File: src/rtl/eth_frame_log_mux.sv
// Merges the two per-interface frame-detector log streams into one source-tagged
// log stream, round-robin at packet granularity, with a registered output stage.
module eth_frame_log_mux #(
    parameter int C_AXIS_LOG_WIDTH = 64,
    parameter int C_COUNT_WIDTH    = 32
) (
    input  logic                        clk,
    input  logic                        rst,
    input  logic                        srst,
    input  logic [C_AXIS_LOG_WIDTH-1:0] s_axis_log_a_tdata,
    input  logic                        s_axis_log_a_tlast,
    input  logic                        s_axis_log_a_tvalid,
    output logic                        s_axis_log_a_tready,
    input  logic [C_AXIS_LOG_WIDTH-1:0] s_axis_log_b_tdata,
    input  logic                        s_axis_log_b_tlast,
    input  logic                        s_axis_log_b_tvalid,
    output logic                        s_axis_log_b_tready,
    output logic [C_AXIS_LOG_WIDTH-1:0] m_axis_log_tdata,
    output logic                        m_axis_log_tdest,
    output logic                        m_axis_log_tlast,
    output logic                        m_axis_log_tvalid,
    input  logic                        m_axis_log_tready,
    output logic [C_COUNT_WIDTH-1:0]    pkt_count_a,
    output logic [C_COUNT_WIDTH-1:0]    pkt_count_b
);

    typedef enum logic [1:0] {
        IDLE   = 2'd0,
        PASS_A = 2'd1,
        PASS_B = 2'd2
    } state_t;

    state_t                      state_reg;
    logic                        last_grant_reg;
    logic [C_AXIS_LOG_WIDTH-1:0] tdata_reg;
    logic                        tdest_reg;
    logic                        tlast_reg;
    logic                        tvalid_reg;

    logic [1:0]                  src_tvalid;
    logic [1:0]                  src_tlast;
    logic [1:0]                  src_tready;
    logic [1:0]                  src_fire;
    logic [1:0]                  src_done;
    logic                        out_free;
    logic                        load;
    logic                        load_sel;
    logic [C_AXIS_LOG_WIDTH-1:0] load_data;

    assign src_tvalid = {s_axis_log_b_tvalid, s_axis_log_a_tvalid};
    assign src_tlast  = {s_axis_log_b_tlast, s_axis_log_a_tlast};

    // The output slot can take a beat when empty or being drained this cycle.
    assign out_free = ~tvalid_reg | m_axis_log_tready;

    generate
        for (genvar gi = 0; gi < 2; gi++) begin : g_src
            localparam state_t GRANT_STATE = (gi == 0) ? PASS_A : PASS_B;

            logic [C_COUNT_WIDTH-1:0] cnt_reg;

            // srst gates ready so no beat is handshaken and then dropped by the reset.
            assign src_tready[gi] = ~srst & out_free & (state_reg == GRANT_STATE);
            assign src_fire[gi]   = src_tvalid[gi] & src_tready[gi];
            assign src_done[gi]   = src_fire[gi] & src_tlast[gi];

            always_ff @(posedge clk or posedge rst) begin
                if (rst) begin
                    cnt_reg <= '0;
                end else if (srst) begin
                    cnt_reg <= '0;
                end else if (src_done[gi]) begin
                    cnt_reg <= cnt_reg + 1'b1;
                end
            end
        end
    endgenerate

    assign s_axis_log_a_tready = src_tready[0];
    assign s_axis_log_b_tready = src_tready[1];
    assign pkt_count_a         = g_src[0].cnt_reg;
    assign pkt_count_b         = g_src[1].cnt_reg;

    // At most one source is granted, so the fire bits are mutually exclusive.
    assign load      = |src_fire;
    assign load_sel  = src_fire[1];
    assign load_data = load_sel ? s_axis_log_b_tdata : s_axis_log_a_tdata;

    always_ff @(posedge clk or posedge rst) begin
        if (rst) begin
            state_reg      <= IDLE;
            last_grant_reg <= 1'b1;
        end else if (srst) begin
            state_reg      <= IDLE;
            last_grant_reg <= 1'b1;
        end else begin
            case (state_reg)
                IDLE: begin
                    // A wins when alone, or on a tie when B was served last.
                    if (src_tvalid[0] && (!src_tvalid[1] || last_grant_reg)) begin
                        state_reg <= PASS_A;
                    end else if (src_tvalid[1]) begin
                        state_reg <= PASS_B;
                    end
                end
                PASS_A: begin
                    if (src_done[0]) begin
                        state_reg      <= IDLE;
                        last_grant_reg <= 1'b0;
                    end
                end
                PASS_B: begin
                    if (src_done[1]) begin
                        state_reg      <= IDLE;
                        last_grant_reg <= 1'b1;
                    end
                end
                default: begin
                    state_reg <= IDLE;
                end
            endcase
        end
    end

    always_ff @(posedge clk or posedge rst) begin
        if (rst) begin
            tvalid_reg <= 1'b0;
            tdata_reg  <= '0;
            tdest_reg  <= 1'b0;
            tlast_reg  <= 1'b0;
        end else if (srst) begin
            tvalid_reg <= 1'b0;
            tdata_reg  <= '0;
            tdest_reg  <= 1'b0;
            tlast_reg  <= 1'b0;
        end else if (load) begin
            tvalid_reg <= 1'b1;
            tdata_reg  <= load_data;
            tdest_reg  <= load_sel;
            tlast_reg  <= src_tlast[load_sel];
        end else if (m_axis_log_tready) begin
            tvalid_reg <= 1'b0;
        end
    end

    assign m_axis_log_tdata  = tdata_reg;
    assign m_axis_log_tdest  = tdest_reg;
    assign m_axis_log_tlast  = tlast_reg;
    assign m_axis_log_tvalid = tvalid_reg;

endmodule

File: config.mk
export PLATFORM = sky130hd
export DESIGN_NAME = eth_frame_log_mux
export DESIGN_NICKNAME = d
export VERILOG_FILES = /design/src/rtl/eth_frame_log_mux.sv
export SDC_FILE = /design/constraint.sdc
export NUM_CORES = 1
export LEC_CHECK = 0
export ABC_AREA = 1
export CAP_MARGIN = 30
export CORE_ASPECT_RATIO = 0.6
export CORE_MARGIN = 3
export CORE_UTILIZATION = 50
export DETAILED_ROUTE_END_ITERATION = 6
export PLACE_DENSITY = 0.87
export RECOVER_POWER = 50
export SETUP_SLACK_MARGIN = 0.15
export SLEW_MARGIN = 10
export SYNTH_ARGS = -nofsm -noshare
export SYNTH_HDL_FRONTEND = slang
export SYNTH_SLANG_ARGS = --single-unit
File: constraint.sdc
create_clock -name clk -period 9.67 [get_ports clk]
set_input_delay 1.4505 -clock clk [delete_from_list [all_inputs] [get_ports clk]]
set_output_delay 1.4505 -clock clk [all_outputs]
set_load 0.03 [all_outputs]
# ---- Yosys cells after proc, flatten, opt, wreduce, memory -nomap -nowiden
# Index checks and enable logic that the tools add are counted.
dict set report totals {
  output_inout_bits 133
  elab_cells 64
  register_bits 134
  in_bits 136
}
dict set report classes {
  reduce_logical 12
  addsub 2
  bitwise 10
  eq_ne 5
  mux 26
  order_cmp 1
}
# cell count
set op_table {}
lappend op_table {{$mux 64} 3}
lappend op_table {{$mux 32} 4}
lappend op_table {{$add 32x1->32 const B} 2}
lappend op_table {{$mux 1} 12}
lappend op_table {{$mux 2} 5}
lappend op_table {{$and 1x1->1} 7}
lappend op_table {{$ne 3x3->1 const B} 2}
lappend op_table {{$pmux 2 s3} 1}
lappend op_table {{$reduce_and 3->1} 2}
lappend op_table {{$reduce_bool 2->1} 3}
lappend op_table {{$reduce_bool 3->1} 2}
lappend op_table {{$ne 4x4->1 const B} 1}
lappend op_table {{$eq 2x1->1 const B} 1}
lappend op_table {{$eq 2x2->1 const B} 1}
lappend op_table {{$logic_not 2->1} 1}
lappend op_table {{$lt 1x2->1 const B} 1}
lappend op_table {{$not 1->1} 2}
lappend op_table {{$pmux 1 s2} 1}
lappend op_table {{$reduce_or 2->1} 1}
lappend op_table {{$logic_and 1x1->1} 1}
lappend op_table {{$logic_not 1->1} 1}
lappend op_table {{$logic_or 1x1->1} 1}
lappend op_table {{$or 1x1->1} 1}

# ---- Logic depth before layout (Yosys ltp)
dict set report depth {
  depth_word 9
  mapped_depth 9
  mapped_depth_nobuf 9
}

# ---- Worst setup path before layout
# Ideal clock, no wire load.
dict set report synth_timing {
  path_kind {input-to-output}
  start {in srst}
  end {out s_axis_log_a_tready}
  arrival_time_ns 2.236
  required_ns 8.219
  path_stages 4
  n_path_buf 1
  path_slack_ns 5.984
  cell_sequence {buf_6 a21oi_4 inv_1 nor2_1}
}
dict set report synth_between {
  elab_chain_len 3
}
# item line_no
set synth_lines {}
lappend synth_lines {{start, declared} 9} ;# input logic srst,
lappend synth_lines {{$not 1->1} 63} ;# assign src_tready[gi] = ~srst & out_free & (state_reg == GRANT_STATE);
lappend synth_lines {{$and 1x1->1 (2 in series)} 63}
lappend synth_lines {{end, declared} 13} ;# output logic s_axis_log_a_tready,
# Every way passes these cells.

# ---- Worst setup path after layout
# Ends and elaborated chain as after synthesis.

==> results.yml <==
status:
  status: "complete, but fails checks"
  violations: "max-capacitance violations, max-slew violations"
cts:
  cts_max_path_buffers: 2
  clk_latency_ns: 0.42
  post-cts-setup-buffers: 0
  ctsRootBufferMaster: "clkbuf_16"
  clock_sinks: 134
  numCtsBuffers: 17
  cts_tree: "yes"
  clk_pin_slew_ns: 0.06
  cts_hold_buf: 0
  cts_resized: 0
  cts-htree-levels: 4
setup_path:
  cp_common_cell: "clkdlybuf4s50_1"
  worst_setup_path_end_kind: "output port"
  ff2ff_setup_slack_ns: 6.51
  critPathRequiredTime_ns: 8.22
  critPathKind: "primary input to output port"
  worstPathCellList: "clkdlybuf4s50_1, a21oi_4, inv_1, nor2_1, clkdlybuf4s50_1"
  critPathTopFamily: "buffers and inverters"
  critPathLaunchType: "primary input"
  max_stage_delay_ns: 0.74
  worstPathArrival_ns: 3.58
  critPathSlowestCell: "clkdlybuf4s50_1"
  r2r_end: "m_axis_log_tdata[58]$_DFFE_PP0P_"
  r2r_cells: 7
  path_buf_inv: 3
  crit_cells: 5
  r2r-start: "m_axis_log_tvalid$_DFFE_PP0P_"
  critPathMaxFanout: 10
drt:
  wirelength_mm: 25.1
  vias_per_cell: 5.39
  wl_per_cell_um: 16.4
  ant_nets: 0
  drtIter0Drc: 812
  vias: 8237
  remaining_drc_errors: 0
  dr.pass1.iters: 5
synth:
  yosys-top-cells-count: "nand2_1, nor2_1, dfrtp_1"
  synth_area_per_cell_um2: 7.16
  syn_nets: 1215
  synth_area_leaders: "dfrtp_1, nand2_1, nand3_1, o21ai_1, nor2_1"
  synth_edf_count: 0
  synth.top_cell.area_share_pct: 43.2
  synth_top_family_by_area: "simple AND/OR/NAND/NOR gates"
  ys_seq_area_share_pct: 43.5
  synth.distinct_cells: 33
  synth_xor_xnor_area_share_pct: 0.682
  synth_compound_area_share_pct: 10.8
  synth_fa_ha_area_share_pct: 0.325
  syn_inst: 1077
  synth_simple_gate_area_share_pct: 37.0
  synth_most_common_cell: "nand2_1"
  syn_area_um2: 7710
  synth_area_leader_cell: "dfrtp_1"
  synth_mux_area_share_pct: 0
  synth_async_sr_flop_share_pct: 100
  ys_ff_latch: 134
  yosys_warnings: 0
  synthFlopType: "dfrtp_1"
finish:
  largest_register_ff_count: 64
  n_antenna_cell: 0
  fin_nets: 1456
  drive_gt1_share_pct: 4.58
  final_cells: 1529
  fillCellCount: 1150
  area_growth_pct: 42.3
global_route:
  overflow: 0
  grtUsageTotal_pct: 28.8
  grt_pass1_vias: 7643
  grt_pass1_wl_mm: 39.5
  antenna_found_initial: 0
  grt_start_max_net_pins: 88
sta:
  tns_ns: 0
  finalSetupViolCount: 0
  drv_slew: 74
  worstMarginPinSlew_ns: 3.24
  slew_headroom_pct: -117
  hold_ws_ns: 0.473
  fmax_mhz: 199
  setup_slack_ns: 4.64
  rsz0062_at_grt: "false"
  skew_ns: 0.0121
  hold_viol_final: 0
  fin_crit_ns: 5.03
  period_share_pct: 52.0
floorplanning:
  placementRows: 34
  die-height_um: 102
  coreArea_um2: 14800
  pin_count: 269
  die_width_um: 166
  start_util_pct: 52.1
  die_area_um2: 17000
pwr:
  internal-power_mw: 1.05
  combinationalPowerShare_pct: 17.3
  sequentialPowerShare_pct: 40.9
  power_leakage_nw: 4.89
  power.net_switching_mw: 0.428
  pwr_density_cell_nw_per_um2: 135
  clockPowerShare_pct: 41.9
  ir_drop_uv: 103
  p_sw_share_pct: 28.9
min_path:
  whs_path_depth: 2
  min_path_type: "register to register"
  hold_end: "last_grant_reg$_DFFE_PP1P_"
  min_from: "last_grant_reg$_DFFE_PP1P_"
place:
  gp_congestion: 0.940
  portBuffers: 268
  placedCellCount: 1497
  pre_cts_ws_ns: 4.66
  place_hpwl_mm: 18.3
flow_run:
  cap_violations: 1
-- kinds of logic (layout without fill, tap and decap cells) --
logic type | Yosys count | count (layout)
and+or+nand+nor | 638 | 638
AOI/OAI and AO/OA | 162 | 162
buffers and inverters | 135 | 389
DFF | 134 | 134
xor gates and xnor gates | 6 | 6
adders and majority gates | 2 | 2
-- power by group through the flow --
| stage | combinational (mW) | clock [mW] | sequential [mW] |
|---|---|---|---|
| 4_1_cts | 0.267 | 0.624 | 0.606 |
| 5_1_grt | 0.275 | 0.649 | 0.608 |
| 6_report | 0.256 | 0.620 | 0.605 |
| 2_1_floorplan | 0.0812 | 0 | 0.667 |
| 3_3_place_gp | 0.263 | 0 | 0.614 |
| 3_5_place_dp | 0.266 | 0 | 0.615 |
-- final cells by class --
cell class | instances | area [um^2] | share of cell area, %
multi-input cells | 808 | 3770 | 34.3
clock buffers | 18 | 429 | 3.91
clock inverters | 14 | 128 | 1.16
well taps | 198 | 248 | 2.26
flip-flops and latches | 134 | 3350 | 30.6
repair buffers | 272 | 2730 | 24.8
inverters | 85 | 324 | 2.95
-- worst max path at each step --
| stage | from | end | slack, ns |
|---|---|---|---|
| floorplan | rst | m_axis_log_tdata[0]$_DFFE_PP0P_ | 4.64 |
| global placement | srst | s_axis_log_a_tready | 4.69 |
| detailed placement | srst | s_axis_log_a_tready | 4.66 |
| CTS | srst | s_axis_log_a_tready | 4.65 |
| global route | srst | s_axis_log_a_tready | 4.58 |
| finish | srst | s_axis_log_a_tready | 4.64 |
-- routing by layer --
metal  track usage (%)  part of all wire, %  vias up
met5                 0                    0        -
met4              6.97                  1.4        0
met3              7.58                  9.3       35
met2              45.7                   45      358
met1              40.4                   44     3865
li1                  -                    -     3979
-- layout by cell type, fill, tap and decap left out, types with 5 or more instances in the layout --
| cell type | instances |
|---|---|
| o21ai_1 | 104 |
| dfrtp_1 | 133 |
| inv_1 | 80 |
| o21ai_0 | 46 |
| nand3_1 | 114 |
| or2_1 | 12 |
| a21oi_1 | 6 |
| or2_2 | 11 |
| nor2_1 | 136 |
| clkbuf_16 | 17 |
| xor2_1 | 5 |
| nand2_1 | 276 |
| nor3_1 | 5 |
| clkdlybuf4s50_1 | 158 |
| nand4_1 | 32 |
| or2_0 | 40 |
| dlygate4sd3_1 | 110 |
-- tightest hold or removal path, cell delays in order (launching register included) --
cell	delay, ns
dfstp_2	0.36
o21ai_0	0.06
nand2_1	0.05
-- through the flow --
step                total power [mW]  area [um^2]  util [%]
CTS                             1.50        11000      74.2
finish                          1.48        11000      74.1
global placement               0.877        10400      70.3
global route                    1.53        11000      74.1
floorplan                      0.748         7710         -
detailed placement             0.881        10400      70.4
Note: power is estimated with default switching activity, not from simulation.
